**src/rtl/video_timing_pkg.sv**
```systemverilog
// video_timing_pkg: default 640x480 timing constants, RGB width and colour-bar table
// shared by video_timing_gen and video_test_pattern.
package video_timing_pkg;
   localparam int H_ACTIVE_DEF = 640;
   localparam int H_FP_DEF     = 16;
   localparam int H_SYNC_DEF   = 96;
   localparam int H_BP_DEF     = 48;
   localparam int V_ACTIVE_DEF = 480;
   localparam int V_FP_DEF     = 10;
   localparam int V_SYNC_DEF   = 2;
   localparam int V_BP_DEF     = 33;
   localparam int H_TOTAL_DEF  = H_ACTIVE_DEF + H_FP_DEF + H_SYNC_DEF + H_BP_DEF;
   localparam int V_TOTAL_DEF  = V_ACTIVE_DEF + V_FP_DEF + V_SYNC_DEF + V_BP_DEF;
   localparam int RGB_W        = 8;
   typedef logic [3*RGB_W-1:0] rgb_t;
   // left to right: white, yellow, cyan, green, magenta, red, blue, black
   localparam rgb_t BAR_COLOURS [8] = '{
      24'hFFFFFF, 24'hFFFF00, 24'h00FFFF, 24'h00FF00,
      24'hFF00FF, 24'hFF0000, 24'h0000FF, 24'h000000
   };
endpackage

```
**src/rtl/video_test_pattern.sv**
```systemverilog
// video_test_pattern: eight equal-width vertical colour bars selected by the horizontal count.
module video_test_pattern
   import video_timing_pkg::*;
#(
   parameter int H_ACTIVE = H_ACTIVE_DEF
) (
   input  logic [15:0]      i_h_cnt,
   output logic [RGB_W-1:0] o_red,
   output logic [RGB_W-1:0] o_green,
   output logic [RGB_W-1:0] o_blue
);
   localparam logic [15:0] BAR_W = 16'(H_ACTIVE / 8);
   logic [15:0] bar;
   always_comb begin
      bar = i_h_cnt / BAR_W;
      {o_red, o_green, o_blue} = BAR_COLOURS[(bar > 16'd7) ? 3'd7 : bar[2:0]];
   end
endmodule

```
**src/rtl/video_timing_gen.sv**
```systemverilog
// video_timing_gen: VGA-style raster counters with a one-cycle registered DAC stage.
// Defining VIDEO_TEST_PATTERN_EN adds i_pattern_sel and a colour-bar generator.
module video_timing_gen
   import video_timing_pkg::*;
#(
   parameter int H_ACTIVE   = H_ACTIVE_DEF,
   parameter int H_FP       = H_FP_DEF,
   parameter int H_SYNC     = H_SYNC_DEF,
   parameter int H_BP       = H_BP_DEF,
   parameter int V_ACTIVE   = V_ACTIVE_DEF,
   parameter int V_FP       = V_FP_DEF,
   parameter int V_SYNC     = V_SYNC_DEF,
   parameter int V_BP       = V_BP_DEF,
   parameter bit H_SYNC_POL = 1'b0,
   parameter bit V_SYNC_POL = 1'b0
) (
   input  logic             i_clk,
   input  logic             i_rst_n,
`ifdef VIDEO_TEST_PATTERN_EN
   input  logic             i_pattern_sel,
`endif
   output logic [15:0]      o_x,
   output logic [15:0]      o_y,
   output logic             o_v_sync,
   output logic             o_frame_start,
   input  logic [RGB_W-1:0] i_red,
   input  logic [RGB_W-1:0] i_green,
   input  logic [RGB_W-1:0] i_blue,
   output logic             o_vga_hs,
   output logic             o_vga_vs,
   output logic             o_vga_de,
   output logic [RGB_W-1:0] o_vga_red,
   output logic [RGB_W-1:0] o_vga_green,
   output logic [RGB_W-1:0] o_vga_blue
);
   localparam int H_TOTAL = H_ACTIVE + H_FP + H_SYNC + H_BP;
   localparam int V_TOTAL = V_ACTIVE + V_FP + V_SYNC + V_BP;
   localparam logic [15:0] H_LAST = 16'(H_TOTAL - 1);
   localparam logic [15:0] V_LAST = 16'(V_TOTAL - 1);
   localparam logic [15:0] H_ACT  = 16'(H_ACTIVE);
   localparam logic [15:0] V_ACT  = 16'(V_ACTIVE);
   localparam logic [15:0] HS_BEG = 16'(H_ACTIVE + H_FP);
   localparam logic [15:0] HS_END = 16'(H_ACTIVE + H_FP + H_SYNC);
   localparam logic [15:0] VS_BEG = 16'(V_ACTIVE + V_FP);
   localparam logic [15:0] VS_END = 16'(V_ACTIVE + V_FP + V_SYNC);

   logic [15:0] h_cnt_q, h_cnt_d, v_cnt_q, v_cnt_d;
   logic        hs_q, hs_d, vs_q, vs_d, de_q, de_d;
   rgb_t        rgb_q, rgb_d, rgb_src;
   logic        hs0, vs0, de0;

`ifdef VIDEO_TEST_PATTERN_EN
   logic [RGB_W-1:0] pat_red, pat_green, pat_blue;
   video_test_pattern #(.H_ACTIVE(H_ACTIVE)) u_pattern (
      .i_h_cnt (h_cnt_q),
      .o_red   (pat_red),
      .o_green (pat_green),
      .o_blue  (pat_blue)
   );
   assign rgb_src = i_pattern_sel ? {pat_red, pat_green, pat_blue} : {i_red, i_green, i_blue};
`else
   assign rgb_src = {i_red, i_green, i_blue};
`endif

   always_comb begin
      h_cnt_d = (h_cnt_q == H_LAST) ? '0 : h_cnt_q + 16'd1;
      v_cnt_d = (h_cnt_q != H_LAST) ? v_cnt_q : (v_cnt_q == V_LAST) ? '0 : v_cnt_q + 16'd1;
      hs0     = (h_cnt_q >= HS_BEG) && (h_cnt_q < HS_END);
      vs0     = (v_cnt_q >= VS_BEG) && (v_cnt_q < VS_END);
      de0     = (h_cnt_q < H_ACT) && (v_cnt_q < V_ACT);
      hs_d    = hs0 ? H_SYNC_POL : ~H_SYNC_POL;
      vs_d    = vs0 ? V_SYNC_POL : ~V_SYNC_POL;
      de_d    = de0;
      rgb_d   = de0 ? rgb_src : '0;
   end

   always_ff @(posedge i_clk or negedge i_rst_n) begin
      if (!i_rst_n) begin
         h_cnt_q <= '0;
         v_cnt_q <= '0;
         hs_q    <= ~H_SYNC_POL;
         vs_q    <= ~V_SYNC_POL;
         de_q    <= 1'b0;
         rgb_q   <= '0;
      end else begin
         h_cnt_q <= h_cnt_d;
         v_cnt_q <= v_cnt_d;
         hs_q    <= hs_d;
         vs_q    <= vs_d;
         de_q    <= de_d;
         rgb_q   <= rgb_d;
      end
   end

   assign o_x           = h_cnt_q;
   assign o_y           = v_cnt_q;
   assign o_v_sync      = vs0 ? V_SYNC_POL : ~V_SYNC_POL;
   assign o_frame_start = i_rst_n && (h_cnt_q == '0) && (v_cnt_q == '0);
   assign o_vga_hs      = hs_q;
   assign o_vga_vs      = vs_q;
   assign o_vga_de      = de_q;
   assign {o_vga_red, o_vga_green, o_vga_blue} = rgb_q;
endmodule

```
**config.mk**
```make
export PLATFORM = sky130hd
export DESIGN_NAME = video_timing_gen
export DESIGN_NICKNAME = d
export VERILOG_FILES = /design/src/rtl/video_timing_pkg.sv /design/src/rtl/video_test_pattern.sv /design/src/rtl/video_timing_gen.sv
export SDC_FILE = /design/constraint.sdc
export NUM_CORES = 1
export LEC_CHECK = 0
export CAP_MARGIN = 20
export CORE_AREA = 2 2 84 86
export CTS_CLUSTER_DIAMETER = 200
export DETAILED_ROUTE_END_ITERATION = 16
export DIE_AREA = 0 0 86 88
export GPL_TIMING_DRIVEN = 0
export MAX_ROUTING_LAYER = met4
export PLACE_DENSITY_LB_ADDON = 0.1
export SLEW_MARGIN = 5
export SYNTH_ARGS = -nofsm -noshare
export SYNTH_HDL_FRONTEND = slang
export SYNTH_SLANG_ARGS = --single-unit
export TNS_END_PERCENT = 10
```
**constraint.sdc**
```tcl
create_clock -name i_clk -period 1.7 [get_ports i_clk]
set_input_delay 0.34 -clock i_clk [delete_from_list [all_inputs] [get_ports i_clk]]
set_output_delay 0.34 -clock i_clk [all_outputs]
set_load 0.02 [all_outputs]
```
==> flow_summary.yaml <==
placed_design:
  postPlaceCellArea_mm2: 0.00367
  portBuffers: 86
  dp_cells: 416
  dp_hpwl_mm: 4.42
  gp_congestion: 0.841
floorplan:
  rows: 30
  floorplan.initialDensity_pct: 40.7
  dieArea_mm2: 0.00757
  coreArea_mm2: 0.00664
  ios: 87
  chipWidth_um: 86
  die_h_um: 88
layout:
  finish.utilization_pct: 63.1
  area_growth_pct: 55.2
  antennaDiodeCount: 0
  final_cell_area_mm2: 0.00420
  fin_cells: 452
  nets: 398
  drive_gt1_share_pct: 23.4
routing:
  ant_nets: 0
  vias: 2338
  top_layer: "met4"
  wl_met2_mm: 3.12
  drc_errors: 0
  viasPerCell: 5.17
  wl_met3_um: 440
  drt-initial-drc-count: 123
  post_drt_wl_per_cell_um: 15.0
  drtPass1Iterations: 4
  wl_met1_mm: 3.06
  drt-total-wl_mm: 6.77
status:
  violations: "negative setup slack"
  status: "complete, but fails checks"
yosys:
  synth_area_leaders: "dfrtp_1, and2_1, nand3_1"
  synth_nets: 281
  synth-edff-count: 0
  ys_seq_area_share_pct: 54.7
  synth_top_area_share_pct: 52.8
  ys_async_sr_fraction_pct: 100
  synth_warnings: 0
  syn_inst: 250
  synthTopCellsByCount: "dfrtp_1, and2_1, nand3_1, nand2_1, nor2_1"
  syn_area_mm2: 0.00270
  avgSynthCellArea_um2: 10.8
  yosysUniqueCellTypes: 40
  ys_ff_latch: 59
  synthFlopType: "dfrtp_1"
  yosysTopAreaCell: "dfrtp_1"
  synth_most_common_cell: "dfrtp_1"
grt:
  grtUsageTotal_pct: 19.5
  grt_pass1_wl_mm: 10.9
  grt_max_degree: 61
  antenna_found_initial: 0
  grt_pass1_vias: 2239
  grt_remaining_overflow: 0
power_and_ir_drop:
  swShare_pct: 21.2
  clockPowerShare_pct: 45.1
  leakagePower_nw: 1.86
  p_int_w: 0.00236
  power_w: 0.00300
  vdd_drop_max_v: 0.000520
  pwr-share-seq_pct: 48.1
  p_sw_w: 0.000635
  combPwrFrac_pct: 6.8
  powerDensity_mw_per_mm2: 714
cts:
  numCtsBuffers: 9
  clkTransAtPathRegs_ns: 0.07
  cts.sinks: 59
  cts_root_buffer: "clkbuf_8"
  clk_latency_ns: 0.33
  clockBufferDepth: 2
  cts_tree: "built"
  h-tree-depth: 3
sta:
  fin_skew_ns: 0.00689
  maxSlewHeadroom_pct: 51.4
  max_freq_mhz: 414
  maxSlewViolCount: 0
  worst_slew_pin_slew_ns: 0.729
  finalCriticalPeriod_ns: 2.42
  hold_violations: 0
  post-route-period-util_pct: 142
  fin_setup_tns_ns: -2.71
  fin_ws_ns: -0.715
  finalSetupViolations: 38
  rsz0062_at_grt: "true"
worst_setup_path:
  worstSetupPathType: "reg -> out"
  end_kind: "output pin"
  worst_ep_arrival_time_ns: 2.08
  crit_required_ns: 1.36
  worstSetupStartpointType: "flop"
  cp_max_fo: 4
hold_path:
  holdCritPathClass: "in -> async"
run:
  drv_cap: 0
-- power groups by stage --
| stage | clock [W] | combinational [W] | sequential (W) |
|---|---|---|---|
| finish | 0.00135 | 0.000203 | 0.00144 |
| global route | 0.00144 | 0.000221 | 0.00144 |
| CTS | 0.00138 | 0.000206 | 0.00144 |
| detailed placement | 0 | 0.000204 | 0.00147 |
| global placement | 0 | 0.000204 | 0.00147 |
| floorplan | 0 | 0.0000182 | 0.00151 |
-- worst max-delay path, cell delays in order (launching register included) --
cell and delay (ns):
dfrtp_2 0.44, nor4_4 0.34, nand2_2 0.10, or3_4 0.34, or3_4 0.39, buf_6 0.14
-- worst paths after layout --
kind / from / cells past startpoint / end / slack [ns]
setup / recovery: o_y[13]$_DFFE_PN0N_ / 5 / o_v_sync / -0.72
hold / removal: i_rst_n / 1 / o_y[5]$_DFFE_PN0N_ / 0.08
max in group asynchronous: i_rst_n / 1 / o_y[1]$_DFFE_PN0N_ / 1.11
min in group i_clk: o_y[13]$_DFFE_PN0N_ / 1 / o_y[13]$_DFFE_PN0N_ / 0.52
hold reg to reg: o_y[13]$_DFFE_PN0N_ / 1 / o_y[13]$_DFFE_PN0N_ / 0.52
setup reg to reg: o_x[12]$_DFF_PN0_ / 6 / rgb_q[11]$_DFF_PN0_ / -0.07
-- flip-flops by register name (all words and copies together), names as in the netlist --
name and count:
o_vga_hs 1, o_vga_de 1, o_y 16, o_x 16
rgb_q 24, o_vga_vs 1
-- metrics by stage --
stage / worst slack (ns) / hold WS (ns)
finish: -0.715 / 0.0752
global route: -0.786 / 0.146
CTS: -0.715 / 0.105
detailed placement: -0.862 / 0.462
global placement: -2.68 / 0.535
floorplan: -0.286 / 0.0444
-- layer usage --
metal,track usage (%),vias up
met3,5.09,13
met2,28.6,100
met5,-,-
met1,24.8,1123
met4,10.4,0
li1,-,1102
-- cells by family (layout without fill, tap and decap cells) --
kind of cell	Yosys count	count (layout)	synth area share [%]
buffers and inverters	20	142	3.79
multiplexers	6	6	2.22
flip-flops	59	59	54.7
adder cells (fa/ha/maj)	5	5	2.31
AND/OR/NAND/NOR	123	123	27.1
XOR/XNOR	17	17	5.51
AO/OA/AOI/OAI	20	20	4.35
-- repair_timing --
action | CTS | global route
setup buffers | 12 | 6
hold buffers | 0 | 0
pin swaps | 7 | 12
endpoints found under the setup margin | 75 | 47
gates resized for setup | 72 | 20
gates cloned | 1 | 1
-- final cells by class --
type / count / area (um2)
sequential: 59 / 1490
clock inverter: 6 / 80.1
buffer: 10 / 98.8
multi-input combinational: 171 / 1270
inverter: 10 / 37.5
clock buffer: 10 / 128
timing repair buffer: 106 / 990
fill: 587 / 2450
tap: 80 / 100
-- cell usage in the layout (no fill, tap or decap), types with 10 or more instances in the layout --
cell type        Yosys  final
nand2_1             17     17
xnor2_1             11     11
buf_4                4     20
dlygate4sd2_1        0     30
nand4_1             11     11
dfrtp_1             57     50
and2_1              26     23
clkdlybuf4s50_1      0     52
inv_1               10     10
nand3_1             21     18
nor2_1              13     12
clkbuf_8             0     10
Note: power is estimated with default switching activity, not from simulation.
